--- src/rtl/counter_step_arbiter_if.sv ---
// ---------------------------------------------------------------------------
// counter_step_arbiter_if
//
// Request/completion bus between two requesters and counter_step_arbiter.
// One bundle carries both requesters: bit 0 of each 2-bit field belongs to
// requester 0, bit 1 to requester 1.
//
// Signals:
//   req_valid  [1:0]      request valid, one bit per requester
//   req_up     [1:0]      per-requester direction, 1 = up, 0 = down
//   req_len0   [LEN_W-1:0] requester 0 step count
//   req_len1   [LEN_W-1:0] requester 1 step count
//   req_ready  [1:0]      one-hot grant; a handshake is valid & ready
//   done_valid            one-cycle completion pulse
//   done_id               requester that was served
//   done_early            operation was cut short by the safety limit
//   done_cnt   [9:0]      signed counter value seen in the completion cycle
//
// Modports:
//   master  requester side (drives requests, observes grant/completion)
//   slave   arbiter side
// ---------------------------------------------------------------------------
interface counter_step_arbiter_if #(
  parameter int LEN_W = 8
);
  logic [1:0]        req_valid;
  logic [1:0]        req_up;
  logic [LEN_W-1:0]  req_len0;
  logic [LEN_W-1:0]  req_len1;
  logic [1:0]        req_ready;
  logic              done_valid;
  logic              done_id;
  logic              done_early;
  logic signed [9:0] done_cnt;

  modport master (
    output req_valid, req_up, req_len0, req_len1,
    input  req_ready, done_valid, done_id, done_early, done_cnt
  );

  modport slave (
    input  req_valid, req_up, req_len0, req_len1,
    output req_ready, done_valid, done_id, done_early, done_cnt
  );
endinterface

--- src/rtl/counter_step_arbiter.sv ---
// ---------------------------------------------------------------------------
// counter_step_arbiter
//
// Shares one up/down step counter between two requesters. A requester hands
// over a direction and a step count; the arbiter grants requesters
// round-robin, drives the counter's enable/mode/init controls for the
// requested number of steps, stops early if the counter reaches a safety
// limit, and then reports completion together with the final count.
//
// The companion counter is a 10-bit signed value that loads 17 when cnt_init
// is high and takes one step per cycle while cnt_en is high (up when
// cnt_mode = 1, down when 0).
//
// Parameters:
//   LEN_W     width of the requested step count
//   UP_LIMIT  no up step is enabled while cnt_in >= UP_LIMIT
//   DN_LIMIT  no down step is enabled while cnt_in <= DN_LIMIT
//
// Ports:
//   clk       clock, all state changes on the rising edge
//   rst       synchronous reset, active-low
//   req       request/completion bus (slave side)
//   cnt_in    signed current counter value
//   cnt_en    counter step enable
//   cnt_mode  counter direction (1 = up)
//   cnt_init  one-cycle pulse that loads the counter with 17
//   busy      high in every state except IDLE
// ---------------------------------------------------------------------------
module counter_step_arbiter #(
  parameter int        LEN_W    = 8,
  parameter int signed UP_LIMIT = 261,
  parameter int signed DN_LIMIT = -253
) (
  input  logic                    clk,
  input  logic                    rst,
  counter_step_arbiter_if.slave   req,
  input  logic signed [9:0]       cnt_in,
  output logic                    cnt_en,
  output logic                    cnt_mode,
  output logic                    cnt_init,
  output logic                    busy
);

  localparam logic signed [9:0] UpLim = UP_LIMIT[9:0];
  localparam logic signed [9:0] DnLim = DN_LIMIT[9:0];

  typedef enum logic [1:0] {
    INIT,
    IDLE,
    RUN,
    DONE
  } state_t;

  state_t            state, state_nxt;
  logic              pri_q, pri_nxt;
  logic              dir_q, dir_nxt;
  logic              id_q, id_nxt;
  logic [LEN_W-1:0]  rem_q, rem_nxt;
  logic              done_id_q, done_id_nxt;
  logic              done_early_q, done_early_nxt;
  logic signed [9:0] done_cnt_q, done_cnt_nxt;

  logic [1:0]        grant;
  logic              grant_id;
  logic              handshake;
  logic [LEN_W-1:0]  len_sel;
  logic              limit_hit;
  logic              done_pulse;

  // Grant selection. Only IDLE grants, and never while reset is asserted.
  // With both requesters valid the one holding priority wins; pri_q names the
  // requester that was not served last.
  always_comb begin
    grant = 2'b00;
    if (state == IDLE && rst) begin
      if (req.req_valid == 2'b11) begin
        grant = pri_q ? 2'b10 : 2'b01;
      end else begin
        grant = req.req_valid;
      end
    end
  end

  assign grant_id  = grant[1];
  assign handshake = |grant;
  assign len_sel   = grant_id ? req.req_len1 : req.req_len0;

  // Safety limit check on the live counter value, compared as signed.
  always_comb begin
    limit_hit = 1'b0;
    if (dir_q) begin
      limit_hit = (cnt_in >= UpLim);
    end else begin
      limit_hit = (cnt_in <= DnLim);
    end
  end

  // Next-state and output logic. Registered copies of the completion fields
  // are written on the way into DONE so they stay stable (and hold their old
  // value) while a new operation is latched in IDLE.
  always_comb begin
    state_nxt      = state;
    pri_nxt        = pri_q;
    dir_nxt        = dir_q;
    id_nxt         = id_q;
    rem_nxt        = rem_q;
    done_id_nxt    = done_id_q;
    done_early_nxt = done_early_q;
    done_cnt_nxt   = done_cnt_q;
    cnt_en         = 1'b0;
    cnt_mode       = 1'b0;
    cnt_init       = 1'b0;
    done_pulse     = 1'b0;

    case (state)
      INIT: begin
        cnt_init  = 1'b1;
        state_nxt = IDLE;
      end

      IDLE: begin
        if (handshake) begin
          dir_nxt = req.req_up[grant_id];
          id_nxt  = grant_id;
          if (len_sel == '0) begin
            done_id_nxt    = grant_id;
            done_early_nxt = 1'b0;
            state_nxt      = DONE;
          end else begin
            rem_nxt   = len_sel;
            state_nxt = RUN;
          end
        end
      end

      RUN: begin
        cnt_mode = dir_q;
        if (limit_hit) begin
          done_id_nxt    = id_q;
          done_early_nxt = 1'b1;
          state_nxt      = DONE;
        end else begin
          cnt_en  = 1'b1;
          rem_nxt = rem_q - LEN_W'(1);
          if (rem_q == LEN_W'(1)) begin
            done_id_nxt    = id_q;
            done_early_nxt = 1'b0;
            state_nxt      = DONE;
          end
        end
      end

      DONE: begin
        done_pulse   = 1'b1;
        done_cnt_nxt = cnt_in;
        pri_nxt      = ~done_id_q;
        state_nxt    = IDLE;
      end

      default: begin
        state_nxt = INIT;
      end
    endcase

    // Counter controls and the done pulse fall the moment reset is asserted
    // rather than waiting for the state register to reach INIT.
    if (!rst) begin
      cnt_en     = 1'b0;
      cnt_mode   = 1'b0;
      cnt_init   = 1'b0;
      done_pulse = 1'b0;
    end
  end

  // State register with synchronous active-low reset. Reset abandons any
  // operation in flight and returns priority to requester 0.
  always_ff @(posedge clk) begin
    if (!rst) begin
      state        <= INIT;
      pri_q        <= 1'b0;
      dir_q        <= 1'b0;
      id_q         <= 1'b0;
      rem_q        <= '0;
      done_id_q    <= 1'b0;
      done_early_q <= 1'b0;
      done_cnt_q   <= '0;
    end else begin
      state        <= state_nxt;
      pri_q        <= pri_nxt;
      dir_q        <= dir_nxt;
      id_q         <= id_nxt;
      rem_q        <= rem_nxt;
      done_id_q    <= done_id_nxt;
      done_early_q <= done_early_nxt;
      done_cnt_q   <= done_cnt_nxt;
    end
  end

  // done_cnt follows cnt_in during the pulse and holds that value afterwards.
  assign req.req_ready  = grant;
  assign req.done_valid = done_pulse;
  assign req.done_id    = done_id_q;
  assign req.done_early = done_early_q;
  assign req.done_cnt   = done_pulse ? cnt_in : done_cnt_q;
  assign busy           = (state != IDLE);

endmodule

--- src/flat_wrapper.sv ---
// flat-port wrapper written by rule: the top's interface ports become plain ports
module counter_step_arbiter_flat 
#(
  parameter int        LEN_W    = 8,
  parameter int signed UP_LIMIT = 261,
  parameter int signed DN_LIMIT = -253
)
  (clk, rst, cnt_in, cnt_en, cnt_mode, cnt_init, busy, req_req_valid, req_req_up, req_req_len0, req_req_len1, req_req_ready, req_done_valid, req_done_id, req_done_early, req_done_cnt);
  counter_step_arbiter_if #(.LEN_W(LEN_W)) req_i ();
  input  logic clk;
  input  logic rst;
  input  logic signed [9:0] cnt_in;
  output logic cnt_en;
  output logic cnt_mode;
  output logic cnt_init;
  output logic busy;
  input wire logic [$bits(req_i.req_valid)-1:0] req_req_valid;
  input wire logic [$bits(req_i.req_up)-1:0] req_req_up;
  input wire logic [$bits(req_i.req_len0)-1:0] req_req_len0;
  input wire logic [$bits(req_i.req_len1)-1:0] req_req_len1;
  output wire logic [$bits(req_i.req_ready)-1:0] req_req_ready;
  output wire logic [$bits(req_i.done_valid)-1:0] req_done_valid;
  output wire logic [$bits(req_i.done_id)-1:0] req_done_id;
  output wire logic [$bits(req_i.done_early)-1:0] req_done_early;
  output wire logic [$bits(req_i.done_cnt)-1:0] req_done_cnt;
  assign req_i.req_valid = req_req_valid;
  assign req_i.req_up = req_req_up;
  assign req_i.req_len0 = req_req_len0;
  assign req_i.req_len1 = req_req_len1;
  assign req_req_ready = req_i.req_ready;
  assign req_done_valid = req_i.done_valid;
  assign req_done_id = req_i.done_id;
  assign req_done_early = req_i.done_early;
  assign req_done_cnt = req_i.done_cnt;
  counter_step_arbiter #(.LEN_W(LEN_W), .UP_LIMIT(UP_LIMIT), .DN_LIMIT(DN_LIMIT)) u_core (.clk(clk), .rst(rst), .req(req_i), .cnt_in(cnt_in), .cnt_en(cnt_en), .cnt_mode(cnt_mode), .cnt_init(cnt_init), .busy(busy));
endmodule
--- config.mk ---
export PLATFORM = sky130hd
export DESIGN_NAME = counter_step_arbiter_flat
export DESIGN_NICKNAME = d
export VERILOG_FILES = /design/src/rtl/counter_step_arbiter_if.sv /design/src/rtl/counter_step_arbiter.sv /design/src/flat_wrapper.sv
export SDC_FILE = /design/constraint.sdc
export NUM_CORES = 1
export LEC_CHECK = 0
export ABC_AREA = 1
export BUFFER_PORTS_ARGS = -buffer_cell sky130_fd_sc_hd__buf_2
export CAP_MARGIN = 20
export CELL_PAD_IN_SITES_DETAIL_PLACEMENT = 1
export CELL_PAD_IN_SITES_GLOBAL_PLACEMENT = 1
export CORE_ASPECT_RATIO = 0.8
export CORE_MARGIN = 3
export CORE_UTILIZATION = 34
export DETAILED_ROUTE_END_ITERATION = 10
export GPL_TIMING_DRIVEN = 0
export MAX_ROUTING_LAYER = met4
export PLACE_DENSITY = 0.82
export SETUP_SLACK_MARGIN = 0.4
export SLEW_MARGIN = 10
export SYNTH_ARGS = -nofsm -noshare
export SYNTH_HDL_FRONTEND = slang
export SYNTH_SLANG_ARGS = --single-unit
--- constraint.sdc ---
create_clock -name clk -period 2.6 [get_ports clk]
set_clock_uncertainty 0.2 [all_clocks]
set_input_delay 0.52 -clock clk [delete_from_list [all_inputs] [get_ports clk]]
set_output_delay 0.52 -clock clk [all_outputs]
set_load 0.005 [all_outputs]
==> results.md, run 1 <==
* Rows at 22
* DPL Wire Length at 4250 um
* Synthesized Nets at 328
* Max transition margin at 62.4%
* Die area at 0.00613 mm^2
* Main area contributors after synthesis: dfxtp_1, nand2_1, inv_1, nor2_1, o21ai_0
* Nets at 399
* CTS Sinks at 25
* Place WS at 104 ps
* DRC at 0
* Final total power at 2470 uW
* Async S/R FF share, synth at 0%
* Root buffer cell: clkbuf_8
* Worst setup margin at 390 ps
* Die outline width at 86.8 um
* CTS clk-pin slew, worst paths at 90 ps
* Kind of critical path: register to primary output
* Max VDD drop at 520 uV
* Global-route usage over all layers at a little under a fifth
* Worst skew pair latency at roughly 270 ps
* Antenna violations before repair at 0
* Avg Cell Area, Syn at 6.13 um^2
* Ys Warns at 0
* Status: completed
* Total number of vias at 2118
* Critical Path Source Type: register
* Dominant synthesized flop cell: dfxtp_1
* Slew @ Worst Pin at 560 ps
* Average vias per placed instance at about 5.0
* Largest net degree at the start of global routing at 14
* Mapped Cells at 290
* WL/cell at 16.1 um
* Netlist cell types at 29
* Gpl congestion at 0.852
* Crit path max-delay cell type: dfxtp_4
* Setup TNS at 0 ps
* I/O pin count at 51
* Clk buf depth at 2
* Synth area leader: dfxtp_1
* CP dominant cell by count: buf_4
* Final antenna diode count at 0
* Top cell type's share of synthesized area at 28.2%
* Required time of the worst setup path at 1880 ps
* Antenna Nets Post-Route at 0
* First-pass GRT wire length at 9300 um
* Final hold violation count at 0
* Layout cell share with drive strength beyond 1 at 36.4%
* CP arrival at 1490 ps
* Initial drt markers at 144
* Total core area at 0.00482 mm^2
* 1st-pass router iterations at 4
* Clock buffer count from CTS at 3
* Die span in y at 70.7 um
* Routed WL at 6760 um
* Pleak at 0.00128 uW
* CTS tree: done
* Min cycle time layout at 2210 ps
* #FFs+latches synth at 25
* Final period util at between 80% and 90%
* Final setup vio count at 0
* EDFF count, synth at 0
* Sequential area share after synthesis at 28.2%
* Hold crit path type: register to register
* Cell Pwr Density at 971 mW/mm^2
* Critical Path Sink Type: primary output
* Largest fanout on the critical path at 6
* Final Util at 52.8%
* Syn-to-layout area delta at 43.2%
* Maximum clock rate at 452 MHz
* RSZ-0062 raised after global routing: yes
* Port-buffer cells at 48
* Vias in the first global route at between 1500 and 2000
* # hold bufs at CTS at 0
* Biggest cell delay along the critical path at 390 ps
* Max capacitance violation total at 0
* Initial Util at 36.9%
* Grt ovf at 0
* Cell Chain, Critical Path: buf_4 > ha_4 > buf_8 > buf_4 > nand3_4 > nor2_4 > buf_2
* Cell area after synthesis at 0.00178 mm^2
* Pins Over Slew Limit at 0
* H-tree levels at 1
logic make-up (layout without fill, tap and decap cells):
kind of cell / count (synthesis) / count (layout) / synth area share, %
XOR/XNOR: 1 / 1 / 0.493
AND/OR/NAND/NOR: 142 / 142 / 34.6
AO/OA/AOI/OAI: 48 / 48 / 15.9
adder cells (fa/ha/maj): 6 / 6 / 4.23
flip-flops: 25 / 25 / 28.2
buffers and inverters: 68 / 138 / 16.6
flip-flops by register name (all words and copies together) (netlist names):
name	count
u_core.rem_q	8
u_core.req.done_id	1
u_core.dir_q	1
u_core.req.done_early	1
u_core.done_cnt_q	10
u_core.id_q	1
u_core.pri_q	1
u_core.state	2
cells in the mapped netlist (2+ instances only):
| library cell | n |
|---|---|
| o21ai_0 | 18 |
| nand4_1 | 7 |
| o22ai_1 | 11 |
| nand3b_1 | 2 |
| buf_6 | 3 |
| nand2_1 | 73 |
| nor2_1 | 30 |
| clkbuf_1 | 5 |
| nand2_2 | 2 |
| nand3_2 | 2 |
| dfxtp_1 | 25 |
| nor3_1 | 5 |
| a31oi_1 | 3 |
| inv_1 | 55 |
| or2_2 | 2 |
| a21oi_1 | 12 |
| nor2_2 | 3 |
| ha_1 | 6 |
| nand3_1 | 16 |
placed cells by master (no fill, tap or decap), drive strengths merged:
| cell type | synthesis | final |
|---|---|---|
| dfxtp | 25 | 25 |
| a21boi | 1 | 1 |
| nand4 | 7 | 7 |
| a221oi | 1 | 1 |
| buf | 6 | 74 |
| a22o | 1 | 1 |
| clkbuf | 6 | 8 |
| a31oi | 3 | 3 |
| nor2 | 33 | 33 |
| or2 | 2 | 2 |
| inv | 56 | 56 |
| o21ai | 18 | 18 |
| a21oi | 12 | 12 |
| xor2 | 1 | 1 |
| nor3 | 5 | 5 |
| o22ai | 11 | 11 |
| nand3 | 18 | 18 |
| ha | 6 | 6 |
| o21a | 1 | 1 |
| nand3b | 2 | 2 |
| nand2 | 75 | 75 |
worst max-delay path: cells and delay by family, from the launching register on:
family | cells | cell delay, ps
buffers and inverters | 4 | 480
AND/OR/NAND/NOR | 2 | 210
flip-flops | 1 | 390
adder cells (fa/ha/maj) | 1 | 130
path summary, 6_finish.rpt:
path / startpoint / endpoint / slack (ps) / cells past startpoint
setup / recovery: u_core.state[1]$_SDFFE_PN0P_ / cnt_en / 390 / 7
hold / removal: u_core.done_cnt_q[4]$_SDFFE_PN0N_ / u_core.done_cnt_q[4]$_SDFFE_PN0N_ / 270 / 2
setup reg to reg: u_core.state[1]$_SDFFE_PN0P_ / u_core.rem_q[3]$_SDFFE_PN0P_ / 450 / 14
hold reg to reg: u_core.done_cnt_q[4]$_SDFFE_PN0N_ / u_core.done_cnt_q[4]$_SDFFE_PN0N_ / 270 / 2
where the power goes:
part	internal [uW]	switching, uW
clock network	110	130
registers	508	134
logic	668	920
stage by stage:
| stage | std cells | hold WS, ps | cell area, um^2 |
|---|---|---|---|
| 5_1_grt | 420 | 294 | 2540 |
| 2_1_floorplan | 290 | 240 | 1780 |
| 3_5_place_dp | 398 | 258 | 2090 |
| 4_1_cts | 407 | 274 | 2250 |
| 6_report | 420 | 274 | 2540 |
| 3_3_place_gp | 398 | 248 | 2090 |
routing by layer:
layer  global-route usage, %  wire length [um]  vias up
li1                        -                 -     1055
met1                    26.4              3170     1004
met2                    29.7              3270       51
met3                    2.33               228        8
met4                    3.98                98        0
met5                       -                 0        -
what timing repair did:
action / 4_1_cts / 5_1_grt
gates resized for setup: 24 / 58
endpoints found under the setup margin: 26 / 25
cloned: 0 / 2
setup buffers: 5 / 11
pin swaps: 3 / 13
cell type report:
class / instances / area (um^2)
fillers: 645 / 2270
multi-input cells: 197 / 1170
flip-flops and latches: 25 / 508
repair buffers: 66 / 400
inverters: 56 / 220
plain buffers: 12 / 124
well taps: 60 / 75.1
clock buffers: 4 / 45.0
Power figures use the tool's default switching activity.
==> run 2: changes to the inputs <==
ABC_AREA = not set   (was 1)
PLACE_DENSITY = 0.78   (was 0.82)
==> results.md, run 2 <==
* Post-Place Cells at 303 (-24%)
* First-pass GRT wire length at 9180 um (-1.3%)
* Global-route usage over all layers at 21.1% (+2.0 points)
* Die outline width at 83.9 um (-3.4%)
* Critical Path Source Type: register
* Dominant synthesized flop cell: dfxtp_1
* Worst setup margin at 134 ps (-256 ps)
* Clock power share at 13.3% (+3.6 points)
* Cell Chain, Critical Path: or4b_4 > o32a_2 > nand2_1 > nor3_2 > buf_2
* Setup TNS at 0 ps (unchanged)
* Top-count cell post-synth: dfxtp_1
* Average vias per placed instance at 5.55 (+10%)
* Worst skew pair latency at 280 ps (about the same)
* Crit path buf inv count at 1 (-3)
* Pleak at 0.00108 uW (-16%)
* Vias in the first global route at 1758 (-12%)
* Slew @ Worst Pin at 816 ps (+256 ps)
* CTS tree: done
* P_sw at 771 uW (-35%)
* Commonest cells post-synth: dfxtp_1, mux2i_1, nor2_1
* EDFF count, synth at 0 (unchanged)
* Root buffer cell: clkbuf_8
* Crit path max-delay cell type: or4b_4
* Synth area leader: dfxtp_1
* Cell area after synthesis at 0.00165 mm^2 (-7.2%)
* RSZ-0062 raised after global routing: yes
* Gate power share at 56.7% (-7.6 points)
* Max reg flops at 10 (unchanged)
* Nets at 310 (-22%)
* Antenna violations before repair at 0 (unchanged)
* Rows at 22 (unchanged)
* # hold bufs at CTS at 0 (unchanged)
* Antenna Nets Post-Route at 0 (unchanged)
* Top cell type's share of synthesized area at 30.3% (+2.2 points)
* Critical Path Sink Type: primary output
* Hold Crit Depth at 3 (+1)
* Reg with most FFs: u_core.done_cnt_q
* Mapped Cells at 193 (-33%)
* CTS Sinks at 25 (unchanged)
* Switching share of power at 41.3% (-6.7 points)
* Largest net degree at the start of global routing at 14 (unchanged)
* DPL Wire Length at 4060 um (-4.5%)
* Synthesized Nets at 231 (-30%)
* Syn-to-layout area delta at 51.9%
* H-tree levels at 1 (unchanged)
* Clock buffer count from CTS at 3 (unchanged)
* Max VDD drop at 299 uV (-43%)
* Int Pwr at 1100 uW (-15%)
* Initial Util at 35.7% (-1.2 points)
* Hold path start: req_req_up[0]
* CP arrival at 1750 ps (+260 ps)
* Sequential area share after synthesis at 30.3% (+2.2 points)
* Min-Delay Endpoint: u_core.dir_q$_SDFFE_PN0P_
* Place WS at -108 ps (-212 ps)
* I/O pin count at 51 (unchanged)
* Final setup vio count at 0 (unchanged)
* Main area contributors after synthesis: dfxtp_1, mux2i_1, mux2_2, ha_1, nor2_1
* Hold crit path type: input port to register
* Die area at 0.00573 mm^2 (-6.6%)
* Port-buffer cells at 50 (+4.2%)
* DRC at 0 (unchanged)
* Final hold violation count at 0 (unchanged)
* Die span in y at 68.3 um (-3.3%)
* Netlist cell types at 48 (+66%)
* Pins Over Slew Limit at 0 (unchanged)
* FF-to-FF Start: u_core.dir_q$_SDFFE_PN0P_
* CTS clk-pin slew, worst paths at 100 ps (about the same)
* Hold WS at 299 ps (+25.8 ps)
* Ys Warns at 0 (unchanged)
* Worst R2R Setup Slack at 260 ps (-190 ps)
* Cell Pwr Density at 746 mW/mm^2 (-23%)
* Biggest cell delay along the critical path at 520 ps (+130 ps)
* Largest fanout on the critical path at 5 (-1)
* Sequential power share at 30.0% (+4.0 points)
* Avg Cell Area, Syn at 8.54 um^2 (+39%)
* Gpl congestion at 0.785 (-7.9%)
* Worst Reg-to-Reg Cells at 5 (-9)
* Leading cell type in the layout, fill and taps excluded: buf_2
* Final-layout fill cell count at 564 (-13%)
* Initial drt markers at 81 (-44%)
* Max transition margin at 45.6% (-17 points)
* Status: completed
* Maximum clock rate at 405 MHz (-10%)
* Async S/R FF share, synth at 0% (unchanged)
* Final total power at 1870 uW (-24%)
* Min cycle time layout at 2470 ps (+256 ps)
* 1st-pass router iterations at 4 (unchanged)
* FF-to-FF End: u_core.rem_q[0]$_SDFFE_PN0P_
* WL/cell at 19.5 um (+21%)
* Required time of the worst setup path at 1880 ps (about the same)
* Max capacitance violation total at 0 (unchanged)
* Post-Layout Cell Count at 331 (-21%)
* Kind of cell adding the most delay to the critical path: simple AND/OR/NAND/NOR gates
* Final period util at 94.9% (+9.8 points)
* #FFs+latches synth at 25 (unchanged)
* Routed WL at 6470 um (-4.4%)
* Regs by FF count: u_core.done_cnt_q (10), u_core.rem_q (8), u_core.state (2)
* Most frequent cells in the layout: buf_2, dfxtp_1, buf_4, mux2i_1, nor2_1
* Clk buf depth at 2 (unchanged)
* Total core area at 0.00462 mm^2 (-4.0%)
* Grt ovf at 0 (unchanged)
* Final antenna diode count at 0 (unchanged)
* Total number of vias at 1837 (-13%)
* Layout cell share with drive strength beyond 1 at 48.7% (+12 points)
* Kind of critical path: register to primary output
==> run 2: cell count changes after synthesis, moves of 4 or more <==
cell | previous run | this run
mux2_2 | 0 | 10
nor2_1 | 30 | 17
o22ai_1 | 11 | 2
a31o_2 | 0 | 5
nand3_1 | 16 | 6
nand4_1 | 7 | 0
inv_1 | 55 | 11
o21ai_0 | 18 | 9
a21oi_1 | 12 | 7
mux2i_1 | 0 | 18
nand2_1 | 73 | 16
a31oi_1 | 3 | 7
==> run 2: power by group through the flow <==
| stage | logic [uW] | registers (uW) | clock network [uW] |
|---|---|---|---|
| floorplan | 546 | 531 | 0 |
| detailed placement | 760 | 553 | 0 |
| global placement | 742 | 551 | 0 |
| global route | 1150 | 570 | 269 |
| finish | 1060 | 560 | 249 |
| CTS | 909 | 555 | 249 |
==> run 2: what timing repair did <==
action / 4_1_cts / 5_1_grt
setup buffers: 15 / 8
cloned: 1 / 0
endpoints found under the setup margin: 28 / 25
pin swaps: 9 / 12
gates resized for setup: 36 / 31
==> run 2: worst register-to-register path, cell delays in order, from the launching register on <==
cell     delay (ps)
dfxtp_1         380
or4b_4          530
o32a_2          270
a21oi_1         430
nor4_1          140
o31a_1          290
==> run 2: layer usage <==
metal | vias up | global-route usage (%) | routed length (um)
met4 | 0 | 4.62 | 126
met1 | 885 | 27.8 | 2890
met5 | - | - | 0
li1 | 876 | - | -
met2 | 61 | 34.6 | 3140
met3 | 15 | 3.37 | 314
==> run 2: cell families (layout without fill, tap and decap cells) <==
family / after synthesis / after routing / synth area share, %
compound gates: 50 / 50 / 23.3
fa+ha+maj: 6 / 6 / 4.55
buf+inv: 22 / 100 / 5.08
flops: 25 / 25 / 30.3
mux: 28 / 28 / 17.8
simple gates: 62 / 62 / 19.0
==> run 2: final cells by class <==
type	instances	area [um^2]	area share, %
clock buffer	4	45.0	1.80
multi-input combinational	146	1240	49.5
timing repair buffer	74	512	20.4
tap	60	75.1	3.00
inverter	13	50.0	2.00
buffer	9	71.3	2.85
sequential	25	513	20.5
==> run 2: worst max path at each step <==
stage,from,slack (ps),depth (start not counted),end
2_1_floorplan,req_req_len1[0],200,5,u_core.rem_q[0]$_SDFFE_PN0P_
3_3_place_gp,rst,-100,5,cnt_en
3_5_place_dp,u_core.state[1]$_SDFFE_PN0P_,-110,8,u_core.rem_q[0]$_SDFFE_PN0P_
4_1_cts,cnt_in[4],80,6,cnt_en
5_1_grt,cnt_in[4],80,6,cnt_en
6_report,u_core.dir_q$_SDFFE_PN0P_,130,5,cnt_en
==> run 2: stage by stage <==
| step | instance area, um^2 | util [%] |
|---|---|---|
| detailed placement | 2030 | 43.9 |
| CTS | 2340 | 50.6 |
| global route | 2500 | 54.2 |
| global placement | 2030 | 43.9 |
| finish | 2500 | 54.2 |
| floorplan | 1700 | - |
==> run 3: changes to the inputs <==
CORE_UTILIZATION = 35   (was 34)
PLACE_DENSITY = 0.79   (was 0.78)
SKIP_LAST_GASP = 1   (was not set)
==> results.md, run 3 (synthesized netlist as in run 2, its figures left out) <==
* Final Util at 58.1% (+3.9 points)
* # hold bufs at CTS at 0 (unchanged)
* Port-buffer cells at 50 (unchanged)
* CTS Sinks at 25 (unchanged)
* Die area at 0.00558 mm^2 (-2.6%)
* Pins Over Slew Limit at 0 (unchanged)
* Maximum clock rate at 392 MHz (-3.2%)
* Cell Chain, Critical Path: buf_6 > or4_4 > o31ai_4 > nand2_1 > nor3_2 > buf_2
* Crit path buf inv count at 2 (+1)
* Most frequent cells in the layout: buf_2, buf_6, dfxtp_1, mux2i_1, nor2_1
* Critical Path Source Type: input port
* Global-route usage over all layers at 23.4% (+2.3 points)
* Root buffer cell: clkbuf_8
* Kind of critical path: input port to primary output
* Biggest cell delay along the critical path at 560 ps (+40 ps)
* Total number of vias at 1854 (+0.93%)
* Clock buffer count from CTS at 3 (unchanged)
* Routed WL at 6250 um (-3.3%)
* H-tree levels at 1 (unchanged)
* Status: completed
* Nets at 309 (-0.32%)
* Leading cell type in the layout, fill and taps excluded: buf_2
* WL/cell at 19.1 um (-2.1%)
* Antenna violations before repair at 0 (unchanged)
* Largest net degree at the start of global routing at 14 (unchanged)
* Cell Pwr Density at 746 mW/mm^2 (about the same)
* Post-Layout Cell Count at 327 (-1.2%)
* CP arrival at 1830 ps (+80 ps)
* Total core area at 0.00436 mm^2 (-5.7%)
* Vias in the first global route at 1935 (+10%)
* RSZ-0062 raised after global routing: yes
* Final-layout fill cell count at 540 (-4.3%)
* Slew @ Worst Pin at 792 ps (-24.3 ps)
* Grt ovf at 0 (unchanged)
* CTS clk-pin slew, worst paths at 90 ps (about the same)
* Post-Place Cells at 300 (-0.99%)
* Min cycle time layout at 2550 ps (+82.4 ps)
* Kind of cell adding the most delay to the critical path: simple AND/OR/NAND/NOR gates
* Final period util at 98.0% (+3.2 points)
* Setup TNS at 0 ps (unchanged)
* First-pass GRT wire length at 9590 um (+4.5%)
* Layout cell share with drive strength beyond 1 at 48.5% (-0.19 points)
* Clk buf depth at 2 (unchanged)
* Final hold violation count at 0 (unchanged)
* GR peak layer: met2
* Grt met2 use at 40.2% (+5.6 points)
* Rows at 21 (-4.5%)
* Final setup vio count at 0 (unchanged)
* Required time of the worst setup path at 1880 ps (about the same)
* Die outline width at 82.7 um (-1.3%)
* 1st-pass router iterations at 4 (unchanged)
* Die span in y at 67.4 um (-1.3%)
* CTS tree: done
* M3 GR Usage at 3.87% (+0.50 points)
* I/O pin count at 51 (unchanged)
* Gpl congestion at 0.877 (+12%)
* Max transition margin at 47.2% (+1.6 points)
* Average vias per placed instance at 5.67 (+2.2%)
* Final antenna diode count at 0 (unchanged)
* Crit path max-delay cell type: or4_4
* Pleak at 0.00108 uW (+0.76%)
* Initial drt markers at 75 (-7.4%)
* DRC at 0 (unchanged)
* Regs by FF count: u_core.done_cnt_q (10), u_core.rem_q (8), u_core.state (2)
* Hold crit path type: register to register
* Grt met1 use at 28.8% (+1.0 points)
* Antenna Nets Post-Route at 0 (unchanged)
* Critical Path Sink Type: primary output
* Max VDD drop at 433 uV (+45%)
* Largest fanout on the critical path at 2 (-3)
* Worst skew pair latency at 270 ps (about the same)
* Max capacitance violation total at 0 (unchanged)
* DPL Wire Length at 4210 um (+3.6%)
* Max reg flops at 10 (unchanged)
* Initial Util at 37.8% (+2.1 points)
* Reg with most FFs: u_core.done_cnt_q
* Syn-to-layout area delta at 53.6%
-- run 3: changes by cell type in the layout (fill, tap and decap cells not counted), sizes merged --
cell / delta
buf: -1
-- run 3: per-layer routing --
| layer | up-vias | part of all wire, % |
|---|---|---|
| li1 | 878 | - |
| met1 | 923 | 45 |
| met2 | 49 | 50 |
| met3 | 4 | 4.7 |
| met4 | 0 | 0.62 |
| met5 | - | 0 |
-- run 3: where the power goes --
part	internal, uW	switching [uW]
registers	479	82.9
logic	534	558
clock network	110	125
total	1120	766
-- run 3: worst register-to-register path, stage by stage (launching register included) --
cell     delay [ps]
dfxtp_4         360
buf_4           110
ha_2            160
buf_6           100
nand3_4         110
or4_4           570
a31oi_4         300
nor4_2           70
o31a_1          290
-- run 3: worst paths after layout --
path,start,end,slack [ps],cells past startpoint
worst min-delay path,u_core.id_q$_SDFFE_PN0P_,u_core.id_q$_SDFFE_PN0P_,270,2
worst max-delay path,cnt_in[4],cnt_en,50,6
worst min register to register,u_core.id_q$_SDFFE_PN0P_,u_core.id_q$_SDFFE_PN0P_,270,2
worst max register to register,u_core.state[0]$_SDFFE_PN0P_,u_core.rem_q[0]$_SDFFE_PN0P_,210,8
-- run 3: area by class of cell --
| type | instances | area [um^2] | share of cell area (%) |
|---|---|---|---|
| Buffer | 9 | 68.8 | 2.72 |
| Tap cell | 57 | 71.3 | 2.82 |
| Timing Repair Buffer | 73 | 529 | 20.9 |
| Sequential cell | 25 | 517 | 20.4 |
| Clock buffer | 4 | 45.0 | 1.78 |
| Inverter | 13 | 50.0 | 1.98 |
| Multi-Input combinational cell | 146 | 1250 | 49.4 |
-- run 3: through the flow --
| step | power, uW | worst slack [ps] | hold WS (ps) | cell area [um^2] |
|---|---|---|---|---|
| floorplan | 1080 | 202 | 236 | 1700 |
| global placement | 1300 | -71.9 | 243 | 2020 |
| detailed placement | 1320 | -135 | 259 | 2020 |
| CTS | 1740 | 65.6 | 271 | 2390 |
| global route | 2010 | 7.51 | 299 | 2530 |
| finish | 1890 | 51.3 | 270 | 2530 |
-- run 3: timing repair --
item	in CTS	in global routing
endpoints found under the setup margin	28	27
setup buffers	15	7
gates resized for setup	52	27
pin swaps	14	12
cloned	1	0
